File: config.mk
export PLATFORM = sky130hd
export DESIGN_NAME = mem_stage_flat
export DESIGN_NICKNAME = d
export VERILOG_FILES = /design/src/rtl/mem_stage_pkg.sv /design/src/rtl/mem_stage_if.sv /design/src/rtl/mem_stage_load_align.sv /design/src/rtl/mem_stage.sv /design/src/flat_wrapper.sv
export SDC_FILE = /design/constraint.sdc
export NUM_CORES = 1
export LEC_CHECK = 0
export ABC_AREA = 1
export BUFFER_PORTS_ARGS = -buffer_cell sky130_fd_sc_hd__buf_2
export CAP_MARGIN = 10
export CORE_ASPECT_RATIO = 0.7
export CORE_MARGIN = 8
export CORE_UTILIZATION = 47
export CTS_CLUSTER_SIZE = 24
export DETAILED_ROUTE_END_ITERATION = 8
export PLACE_DENSITY = 0.91
export SYNTH_ARGS = -nofsm -noshare
export SYNTH_HDL_FRONTEND = slang
export SYNTH_SLANG_ARGS = --single-unit
File: constraint.sdc
create_clock -name clk -period 1.9 [get_ports clk]
set_input_delay 0.19 -clock clk [delete_from_list [all_inputs] [get_ports clk]]
set_output_delay 0.19 -clock clk [all_outputs]
set_load 0.005 [all_outputs]
File: src/rtl/mem_stage_pkg.sv
// Shared types and byte-lane constants for the ARM memory stage.
// Imported by the bus interface, the lane aligner and the stage top.
package mem_stage_pkg;

  typedef enum logic {
    IDLE = 1'b0,
    WAIT = 1'b1
  } state_t;

  localparam int BUS_W = 32;

  localparam logic [3:0] BE_WORD    = 4'b1111;
  localparam logic [3:0] BE_HALF_LO = 4'b0011;
  localparam logic [3:0] BE_HALF_HI = 4'b1100;

  function automatic logic is_one_hot(input logic [3:0] be);
    return (be == 4'b0001) || (be == 4'b0010) || (be == 4'b0100) || (be == 4'b1000);
  endfunction

endpackage

File: src/rtl/mem_stage_if.sv
// Request/acknowledge data-memory bus between the memory stage and the data memory.
interface mem_stage_if;
  import mem_stage_pkg::*;

  logic             mem_req;
  logic             mem_we;
  logic [BUS_W-1:0] mem_addr;
  logic [BUS_W-1:0] mem_wdata;
  logic [3:0]       mem_be;
  logic             mem_ack;
  logic [BUS_W-1:0] mem_rdata;

  modport master (
    output mem_req, mem_we, mem_addr, mem_wdata, mem_be,
    input  mem_ack, mem_rdata
  );

  modport slave (
    input  mem_req, mem_we, mem_addr, mem_wdata, mem_be,
    output mem_ack, mem_rdata
  );

endinterface

File: src/rtl/mem_stage_load_align.sv
// Byte-lane handling: replicates store data across lanes and extracts
// zero-extended load data, both steered by the access byte-enable mask.
module load_align
  import mem_stage_pkg::*;
(
  input  logic [3:0]       be,
  input  logic [BUS_W-1:0] store_data,
  input  logic [BUS_W-1:0] rdata,
  output logic [BUS_W-1:0] store_lanes,
  output logic [BUS_W-1:0] load_data
);

  always_comb begin
    store_lanes = store_data;
    load_data   = rdata;
    if (is_one_hot(be)) begin
      store_lanes = {4{store_data[7:0]}};
      unique case (be)
        4'b0001: load_data = {24'h0, rdata[7:0]};
        4'b0010: load_data = {24'h0, rdata[15:8]};
        4'b0100: load_data = {24'h0, rdata[23:16]};
        default: load_data = {24'h0, rdata[31:24]};
      endcase
    end else if (be == BE_HALF_LO) begin
      store_lanes = {2{store_data[15:0]}};
      load_data   = {16'h0, rdata[15:0]};
    end else if (be == BE_HALF_HI) begin
      store_lanes = {2{store_data[15:0]}};
      load_data   = {16'h0, rdata[31:16]};
    end
  end

endmodule

File: src/rtl/mem_stage.sv
// Memory stage of the pipelined ARM core: E/M register, bounded-wait
// data-memory access controller, lane alignment and the M/W register.
module mem_stage
  import mem_stage_pkg::*;
#(
  parameter int MAX_WAIT = 15,
  parameter int DATA_W   = 32
) (
  input  logic              clk,
  input  logic              reset,
  input  logic              RegWriteE,
  input  logic              MemtoRegE,
  input  logic              MemWriteE,
  input  logic [3:0]        RdE,
  input  logic [DATA_W-1:0] ALUResultE,
  input  logic [DATA_W-1:0] WriteDataE,
  input  logic [3:0]        byteEnableE,
  mem_stage_if.master       bus,
  output logic              StallM,
  output logic [DATA_W-1:0] ALUResultM,
  output logic              RegWriteM,
  output logic [3:0]        RdM,
  output logic              RegWriteW,
  output logic              MemtoRegW,
  output logic [3:0]        RdW,
  output logic [DATA_W-1:0] ReadDataW,
  output logic [DATA_W-1:0] ALUOutW,
  output logic [DATA_W-1:0] ResultW,
  output logic              bus_error
);

  localparam int CNT_W = $clog2(MAX_WAIT + 1);
  localparam logic [CNT_W-1:0] CNT_MAX = CNT_W'(MAX_WAIT);

  logic              memtoreg_m;
  logic              memwrite_m;
  logic [DATA_W-1:0] wdata_m;
  logic [3:0]        be_m;
  logic              memop_m;
  logic              timeout;
  logic              set_err;
  logic [DATA_W-1:0] load_data;
  logic [DATA_W-1:0] store_lanes;
  state_t            state_q, state_d;
  logic [CNT_W-1:0]  cnt_q, cnt_d;

  always_ff @(posedge clk) begin
    if (reset) begin
      RegWriteM  <= 1'b0;
      memtoreg_m <= 1'b0;
      memwrite_m <= 1'b0;
      RdM        <= '0;
      ALUResultM <= '0;
      wdata_m    <= '0;
      be_m       <= '0;
    end else if (!StallM) begin
      RegWriteM  <= RegWriteE;
      memtoreg_m <= MemtoRegE;
      memwrite_m <= MemWriteE;
      RdM        <= RdE;
      ALUResultM <= ALUResultE;
      wdata_m    <= WriteDataE;
      be_m       <= byteEnableE;
    end
  end

  // A load whose condition failed has RegWrite cleared and makes no access.
  assign memop_m = memwrite_m | (memtoreg_m & RegWriteM);

  always_ff @(posedge clk) begin
    if (reset) begin
      state_q   <= IDLE;
      cnt_q     <= '0;
      bus_error <= 1'b0;
    end else begin
      state_q <= state_d;
      cnt_q   <= cnt_d;
      if (set_err) bus_error <= 1'b1;
    end
  end

  always_comb begin
    state_d = state_q;
    cnt_d   = cnt_q;
    set_err = 1'b0;
    unique case (state_q)
      IDLE: begin
        if (memop_m && !bus.mem_ack) begin
          state_d = WAIT;
          cnt_d   = CNT_W'(1);
        end
      end
      default: begin
        if (bus.mem_ack) begin
          state_d = IDLE;
          cnt_d   = '0;
        end else if (cnt_q == CNT_MAX) begin
          state_d = IDLE;
          cnt_d   = '0;
          set_err = 1'b1;
        end else begin
          cnt_d = cnt_q + CNT_W'(1);
        end
      end
    endcase
  end

  always_comb begin
    timeout     = (state_q == WAIT) && (cnt_q == CNT_MAX) && !bus.mem_ack;
    StallM      = memop_m && !bus.mem_ack && !timeout;
    bus.mem_req = memop_m;
  end

  load_align u_align (
    .be          (be_m),
    .store_data  (wdata_m),
    .rdata       (bus.mem_rdata),
    .store_lanes (store_lanes),
    .load_data   (load_data)
  );

  assign bus.mem_we    = memwrite_m;
  assign bus.mem_addr  = {ALUResultM[DATA_W-1:2], 2'b00};
  assign bus.mem_be    = be_m;
  assign bus.mem_wdata = store_lanes;

  // Stalled cycles push bubbles; a timed-out access retires without writing.
  always_ff @(posedge clk) begin
    if (reset) begin
      RegWriteW <= 1'b0;
      MemtoRegW <= 1'b0;
      RdW       <= '0;
      ReadDataW <= '0;
      ALUOutW   <= '0;
    end else if (StallM) begin
      RegWriteW <= 1'b0;
      MemtoRegW <= 1'b0;
    end else begin
      RegWriteW <= RegWriteM && !timeout;
      MemtoRegW <= memtoreg_m;
      RdW       <= RdM;
      ALUOutW   <= ALUResultM;
      ReadDataW <= (memop_m && bus.mem_ack) ? load_data : '0;
    end
  end

  assign ResultW = MemtoRegW ? ReadDataW : ALUOutW;

endmodule

File: src/flat_wrapper.sv
// flat-port wrapper written by rule: the top's interface ports become plain ports
module mem_stage_flat import mem_stage_pkg::*;
#(
  parameter int MAX_WAIT = 15,
  parameter int DATA_W   = 32
)
  (clk, reset, RegWriteE, MemtoRegE, MemWriteE, RdE, ALUResultE, WriteDataE, byteEnableE, StallM, ALUResultM, RegWriteM, RdM, RegWriteW, MemtoRegW, RdW, ReadDataW, ALUOutW, ResultW, bus_error, bus_mem_req, bus_mem_we, bus_mem_addr, bus_mem_wdata, bus_mem_be, bus_mem_ack, bus_mem_rdata);
  mem_stage_if bus_i ();
  input  logic clk;
  input  logic reset;
  input  logic RegWriteE;
  input  logic MemtoRegE;
  input  logic MemWriteE;
  input  logic [3:0] RdE;
  input  logic [DATA_W-1:0] ALUResultE;
  input  logic [DATA_W-1:0] WriteDataE;
  input  logic [3:0] byteEnableE;
  output logic StallM;
  output logic [DATA_W-1:0] ALUResultM;
  output logic RegWriteM;
  output logic [3:0] RdM;
  output logic RegWriteW;
  output logic MemtoRegW;
  output logic [3:0] RdW;
  output logic [DATA_W-1:0] ReadDataW;
  output logic [DATA_W-1:0] ALUOutW;
  output logic [DATA_W-1:0] ResultW;
  output logic bus_error;
  output wire logic [$bits(bus_i.mem_req)-1:0] bus_mem_req;
  output wire logic [$bits(bus_i.mem_we)-1:0] bus_mem_we;
  output wire logic [$bits(bus_i.mem_addr)-1:0] bus_mem_addr;
  output wire logic [$bits(bus_i.mem_wdata)-1:0] bus_mem_wdata;
  output wire logic [$bits(bus_i.mem_be)-1:0] bus_mem_be;
  input wire logic [$bits(bus_i.mem_ack)-1:0] bus_mem_ack;
  input wire logic [$bits(bus_i.mem_rdata)-1:0] bus_mem_rdata;
  assign bus_mem_req = bus_i.mem_req;
  assign bus_mem_we = bus_i.mem_we;
  assign bus_mem_addr = bus_i.mem_addr;
  assign bus_mem_wdata = bus_i.mem_wdata;
  assign bus_mem_be = bus_i.mem_be;
  assign bus_i.mem_ack = bus_mem_ack;
  assign bus_i.mem_rdata = bus_mem_rdata;
  mem_stage #(.MAX_WAIT(MAX_WAIT), .DATA_W(DATA_W)) u_core (.clk(clk), .reset(reset), .RegWriteE(RegWriteE), .MemtoRegE(MemtoRegE), .MemWriteE(MemWriteE), .RdE(RdE), .ALUResultE(ALUResultE), .WriteDataE(WriteDataE), .byteEnableE(byteEnableE), .bus(bus_i), .StallM(StallM), .ALUResultM(ALUResultM), .RegWriteM(RegWriteM), .RdM(RdM), .RegWriteW(RegWriteW), .MemtoRegW(MemtoRegW), .RdW(RdW), .ReadDataW(ReadDataW), .ALUOutW(ALUOutW), .ResultW(ResultW), .bus_error(bus_error));
endmodule
# After elaboration in Yosys (flattened, before gate mapping)
# Index checks and enable logic that the tools add are counted.
word_totals:
  ff_bits: 151
  wordCells: 58
classes:
  addsub: 1
  n_eq_ne: 7
  muxes: 20
  bitwise: 2
  n_reduce_logical: 13
ops:
  columns: ["op", "count"]
  rows:
  - ["2-to-1 mux 32 bit", 8]
  - ["case mux 8 bit (3 select lines)", 1]
  - ["2-to-1 mux 4 bit", 4]
  - ["== test 4 bit (second input constant)", 3]
  - ["== test 4 x 2 -> 1 bit (second input constant)", 2]
  - ["2-to-1 mux 1 bit", 7]
  - ["logical AND 1 bit", 6]
  - ["adder 4 x 1 -> 4 bit (second input constant)", 1]
  - ["== test 4 x 1 -> 1 bit (second input constant)", 1]
  - ["== test 4 x 3 -> 1 bit (second input constant)", 1]
  - ["logical OR 1 bit", 3]
  - ["logical NOT 1 bit", 2]
  - ["nonzero test 2 bit", 1]
  - ["OR reduction 2 bit", 1]
  - ["bitwise AND 1 bit", 1]
  - ["OR 1 bit", 1]

# Longest topological paths before layout
logic_depth:
  ltp_word: 6
  depth_mapped: 10

# Modules after synthesis
# Synthesis repeated with hierarchy kept, for this count alone.
unflattened:
  hier_cells: 1373
  area_unflattened_um2: 8356.8
modules_own_cells:
  columns: ["mod", "n_inst", "cells_per_inst", "area_per_inst_um2"]
  rows:
  - ["mem_stage", 1, 1011, 6756.5]
  - ["load_align", 1, 362, 1600.3]

# Worst setup path after synthesis
# No wires, ideal clock.
synth_path:
  kind: "register to output"
  start: "reg u_core.be_m[3], in the netlist u_core.bus.mem_be[3]"
  end: "out bus_mem_wdata[16]"
  t_arrival_ns: 1.467
  slack_ns: 0.243
  stages_incl_launch_ff: 10
  cell_sequence: "dfxtp_1 -> nor2_1 -> buf_6 -> nand2_1 -> nand2_1 -> nor2_4 -> nand2_4 -> nor2_1 -> nand2_1 -> nand2_1"
synth_between:
  elab_chain_cells: 5
  elab_cells_between_ends: 12
  classes_between: "eq/ne (6); mux (3); reduce/logical (3)"
synth_rtl:
  columns: ["element", "line_no", "rtl"]
  rows:
  - ["start, declared", "mem_stage.sv:38", "logic [3:0] be_m;"]
  - ["start signal, assigned", "mem_stage.sv:63", "be_m <= byteEnableE;"]
  - ["== test 4 x 1 -> 1 bit / == test 4 x 2 -> 1 bit (equally long branches)", "mem_stage_pkg.sv:17", "return (be == 4'b0001) || (be == 4'b0010) || (be == 4'b0100) || (be == 4'b1000);"]
  - ["logical OR 1 bit (3 in series)", "mem_stage_pkg.sv:17", null]
  - ["2-to-1 mux 32 bit (*)", "mem_stage_load_align.sv:16", "if (is_one_hot(be)) begin"]
  - ["end, declared", "flat_wrapper.sv:32", "output wire logic [$bits(bus_i.mem_wdata)-1:0] bus_mem_wdata;"]
# Mark *: on every way between the ends. The rest lies on a longest branch, timed or not.

# Worst setup path after layout
layout_path:
  start: "reg u_core.be_m[3], in the netlist u_core.bus.mem_be[3]"
  end: "out bus_mem_wdata[28]"
# Same word-level chain as after synthesis.

==> flow_metrics.env <==
export IMPL_power_w=0.00883
export IMPL_dieArea_mm2=0.0186
export IMPL_post_layout_nonfiller_instances=1496
export IMPL_start_kind="flip-flop"
export IMPL_cts_tree="yes"
export IMPL_grt_pass1_wl_um=42500
export IMPL_hold_ws_ns=0.0107
export IMPL_port_buffers=318
export IMPL_grt_setup_unrepaired="yes"
export IMPL_post_place_cells=1416
export IMPL_slew_viol_final=0
export IMPL_p_int_w=0.00616
export IMPL_hold_viol_final=0
export IMPL_worstSetupPathType="flip-flop to primary output"
export IMPL_clk_latency_ns=0.41
export IMPL_max_freq_mhz=500
export IMPL_yosys_area_top_type="dfxtp_1"
export IMPL_final_nets=1404
export IMPL_synth_edf_count=0
export IMPL_synth_area_leaders="dfxtp_1 (45%), o21ai_0 (14%), nand2_1 (8.3%)"
export IMPL_drtAntennaViolNets=0
export IMPL_p_comb_share_pct=20.0
export IMPL_final_area_mm2=0.00960
export IMPL_path_clk_slew_ns=0.07
export IMPL_worstPathArrival_ns=1.81
export IMPL_antenna_found_initial=0
export IMPL_peakVddDrop_uv=619
export IMPL_gp_congestion=0.968
export IMPL_grt_max_degree=114
export IMPL_holdCritPathClass="primary input to flip-flop"
export IMPL_worstHoldStart="WriteDataE[27]"
export IMPL_max_cap_violations=0
export IMPL_clockPowerShare_pct=39.6
export IMPL_slowest_stage="dfxtp_4"
export IMPL_first_pass_iters=5
export IMPL_clockRootBuffer="clkbuf_16"
export IMPL_vias=8113
export IMPL_critPathTopFamily="simple AND/OR/NAND/NOR gates"
export IMPL_syn_inst=975
export IMPL_postRouteWirelength_um=28000
export IMPL_netlist_top_cells_count="o21ai_0 (194), dfxtp_1 (151), nand2_1 (151)"
export IMPL_ys_ff_latch=151
export IMPL_grt_usage_pct=28.5
export IMPL_path_max_fanout=10
export IMPL_switching_share_pct=30.3
export IMPL_vias_per_cell=5.42
export IMPL_cpPeakStageDelay_ns=0.37
export IMPL_r2r_start="u_core.cnt_q[1]$_SDFFE_PP0P_"
export IMPL_yosys_cell_types_count=23
export IMPL_finalSetupViolCount=24
export IMPL_cts_sinks=151
export IMPL_power_switching_w=0.00267
export IMPL_placed_cell_area_mm2=0.00840
export IMPL_crit_path_cell_trace="nor2_4 > nand2_2 > nor2_4 > nor2_4 > nand2_4 > buf_6 > a21oi_1 > o21ai_1 > nand2_1 > buf_2"
export IMPL_initial_utilization_pct=48.5
export IMPL_drtIter0Drc=943
export IMPL_fp_dieW_um=160
export IMPL_n_antenna_cell=0
export IMPL_yosys_warnings=0
export IMPL_syn_area_per_cell_um2=6.97
export IMPL_drive_above_1_share_pct=33.5
export IMPL_multi_input_area_mm2=0.00302
export IMPL_synth_area_mm2=0.00679
export IMPL_async_flop_share_pct=0
export IMPL_die_y_um=117
export IMPL_cp_common_cell="nor2_4"
export IMPL_finalCritPeriodShare_pct=105
export IMPL_fin_ws_ns=-0.0984
export IMPL_ioPinCount=321
export IMPL_leakagePower_nw=4.74
export IMPL_drc_errors=0
export IMPL_fillers=1102
export IMPL_power_density_mw_per_mm2=919
export IMPL_worst_path_buf_inv=2
export IMPL_syn_to_final_growth_pct=41.4
export IMPL_seq_power_share_pct=40.4
export IMPL_min_period_ns=2.00
export IMPL_htree_levels=4
export IMPL_ys_seq_area_share_pct=44.5
export IMPL_synth_most_common_cell="o21ai_0"
export IMPL_violations="negative setup slack"
export IMPL_area_sequential_mm2=0.00304
export IMPL_wl_per_cell_um=18.7
export IMPL_clockBufferDepth=2
export IMPL_yosysTopAreaCellShare_pct=44.5
export IMPL_gr_total_overflow=0
export IMPL_dp_hpwl_um=19700
export IMPL_synth_main_ff_cell="dfxtp_1"
export IMPL_fp_row_count=36
export IMPL_grt_pass1_vias=7760
export IMPL_setup_worst_path_start="u_core.bus.mem_be[3]$_SDFFE_PP0N_"
export IMPL_cts_made_buffers=17
export IMPL_critPathRequiredTime_ns=1.71
export IMPL_core_area_mm2=0.0140
export IMPL_end_kind="primary output"
export IMPL_clock_skew_ns=0.0136
export IMPL_status="finished with violations"
## worst register-to-register path, stage by stage, from the launching register on
cell	delay [ns]
dfxtp_1	0.35
ha_2	0.22
nand4_1	0.14
nand2_2	0.14
buf_4	0.12
buf_4	0.11
buf_12	0.23
o21ai_0	0.21
nor2_1	0.15
## metrics by stage
step	setup slack, ns	utilization [%]	TNS (ns)
after floorplan	0.243	-	0
after global placement	0.203	60.0	0
after detailed placement	0.0938	60.0	0
after CTS	-0.0912	68.3	-1.40
after global routing	-0.178	68.6	-2.99
final	-0.0984	68.6	-1.40
## per-layer routing
| metal | up-vias | global-route usage (%) | share of wire (%) |
|---|---|---|---|
| li1 | 3782 | - | - |
| met4 | 0 | 10.9 | 3.1 |
| met2 | 522 | 45.6 | 45 |
| met5 | - | 0 | 0 |
| met3 | 79 | 8.80 | 11 |
| met1 | 3730 | 35.7 | 41 |
## state kept, by name, indices dropped and copies added, names as in the netlist, 4 cells and up
signal	cells
u_core.ALUOutW	32
u_core.ALUResultM	32
u_core.RdM	4
u_core.RdW	4
u_core.ReadDataW	32
u_core.bus.mem_be	4
u_core.cnt_q	4
u_core.wdata_m	32
## logic make-up (layout without fill, tap and decap cells)
kind of cell | Yosys count | after routing | share of synthesized area [%]
and+or+nand+nor | 356 | 356 | 21.3
AOI/OAI and AO/OA | 293 | 293 | 21.6
adders and majority gates | 1 | 1 | 0.184
DFF | 151 | 151 | 44.5
buffers and inverters | 173 | 503 | 12.3
other | 1 | 2 | 0.0552
## placed cells by master, fill, tap and decap left out, drive strengths merged
cell / instances
buf: 365
o21ai: 194
nand2: 152
dfxtp: 151
nor2: 147
a21oi: 98
inv: 77
nand3: 52
dlygate4sd3: 37
clkbuf: 17
clkinv: 4
nand4: 2
nor3: 2
conb: 2
bufinv: 2
and3: 1
a31oi: 1
ha: 1
bufbuf: 1
## path summary, 6_finish.rpt
check,end,slack [ns],cells past startpoint
min reg2reg,u_core.bus_error$_SDFFE_PP0P_,0.46,2
min,u_core.wdata_m[27]$_SDFFE_PP0N_,0.01,3
max reg2reg,u_core.RdM[1]$_SDFFE_PP0N_,0.17,8
max,bus_mem_wdata[28],-0.1,10
## power groups by stage
stage          combinational [W]  sequential (W)  clock (W)
2_1_floorplan           0.000836         0.00359          0
3_3_place_gp             0.00151         0.00361          0
3_5_place_dp             0.00154         0.00362          0
4_1_cts                  0.00170         0.00355    0.00352
5_1_grt                  0.00193         0.00359    0.00365
6_report                 0.00176         0.00357    0.00350
## layout make-up
type,instances,share of cell area [%]
flip-flops and latches,151,31.6
inverters,68,2.74
repair buffers,403,25.4
clock buffers,17,4.43
multi-input cells,652,31.4
clock inverters,15,1.90
well taps,190,2.48
## what timing repair did
action                                 4_1_cts  5_1_grt
hold buffers                                37        0
endpoints found under the hold margin       37        0
pin swaps                                    4        2
gates cloned                                 1        0
buffers inserted                             9        1
setup endpoints to repair                   25       25
gates resized for setup                     44       14
(Power assumes the default switching activity.)
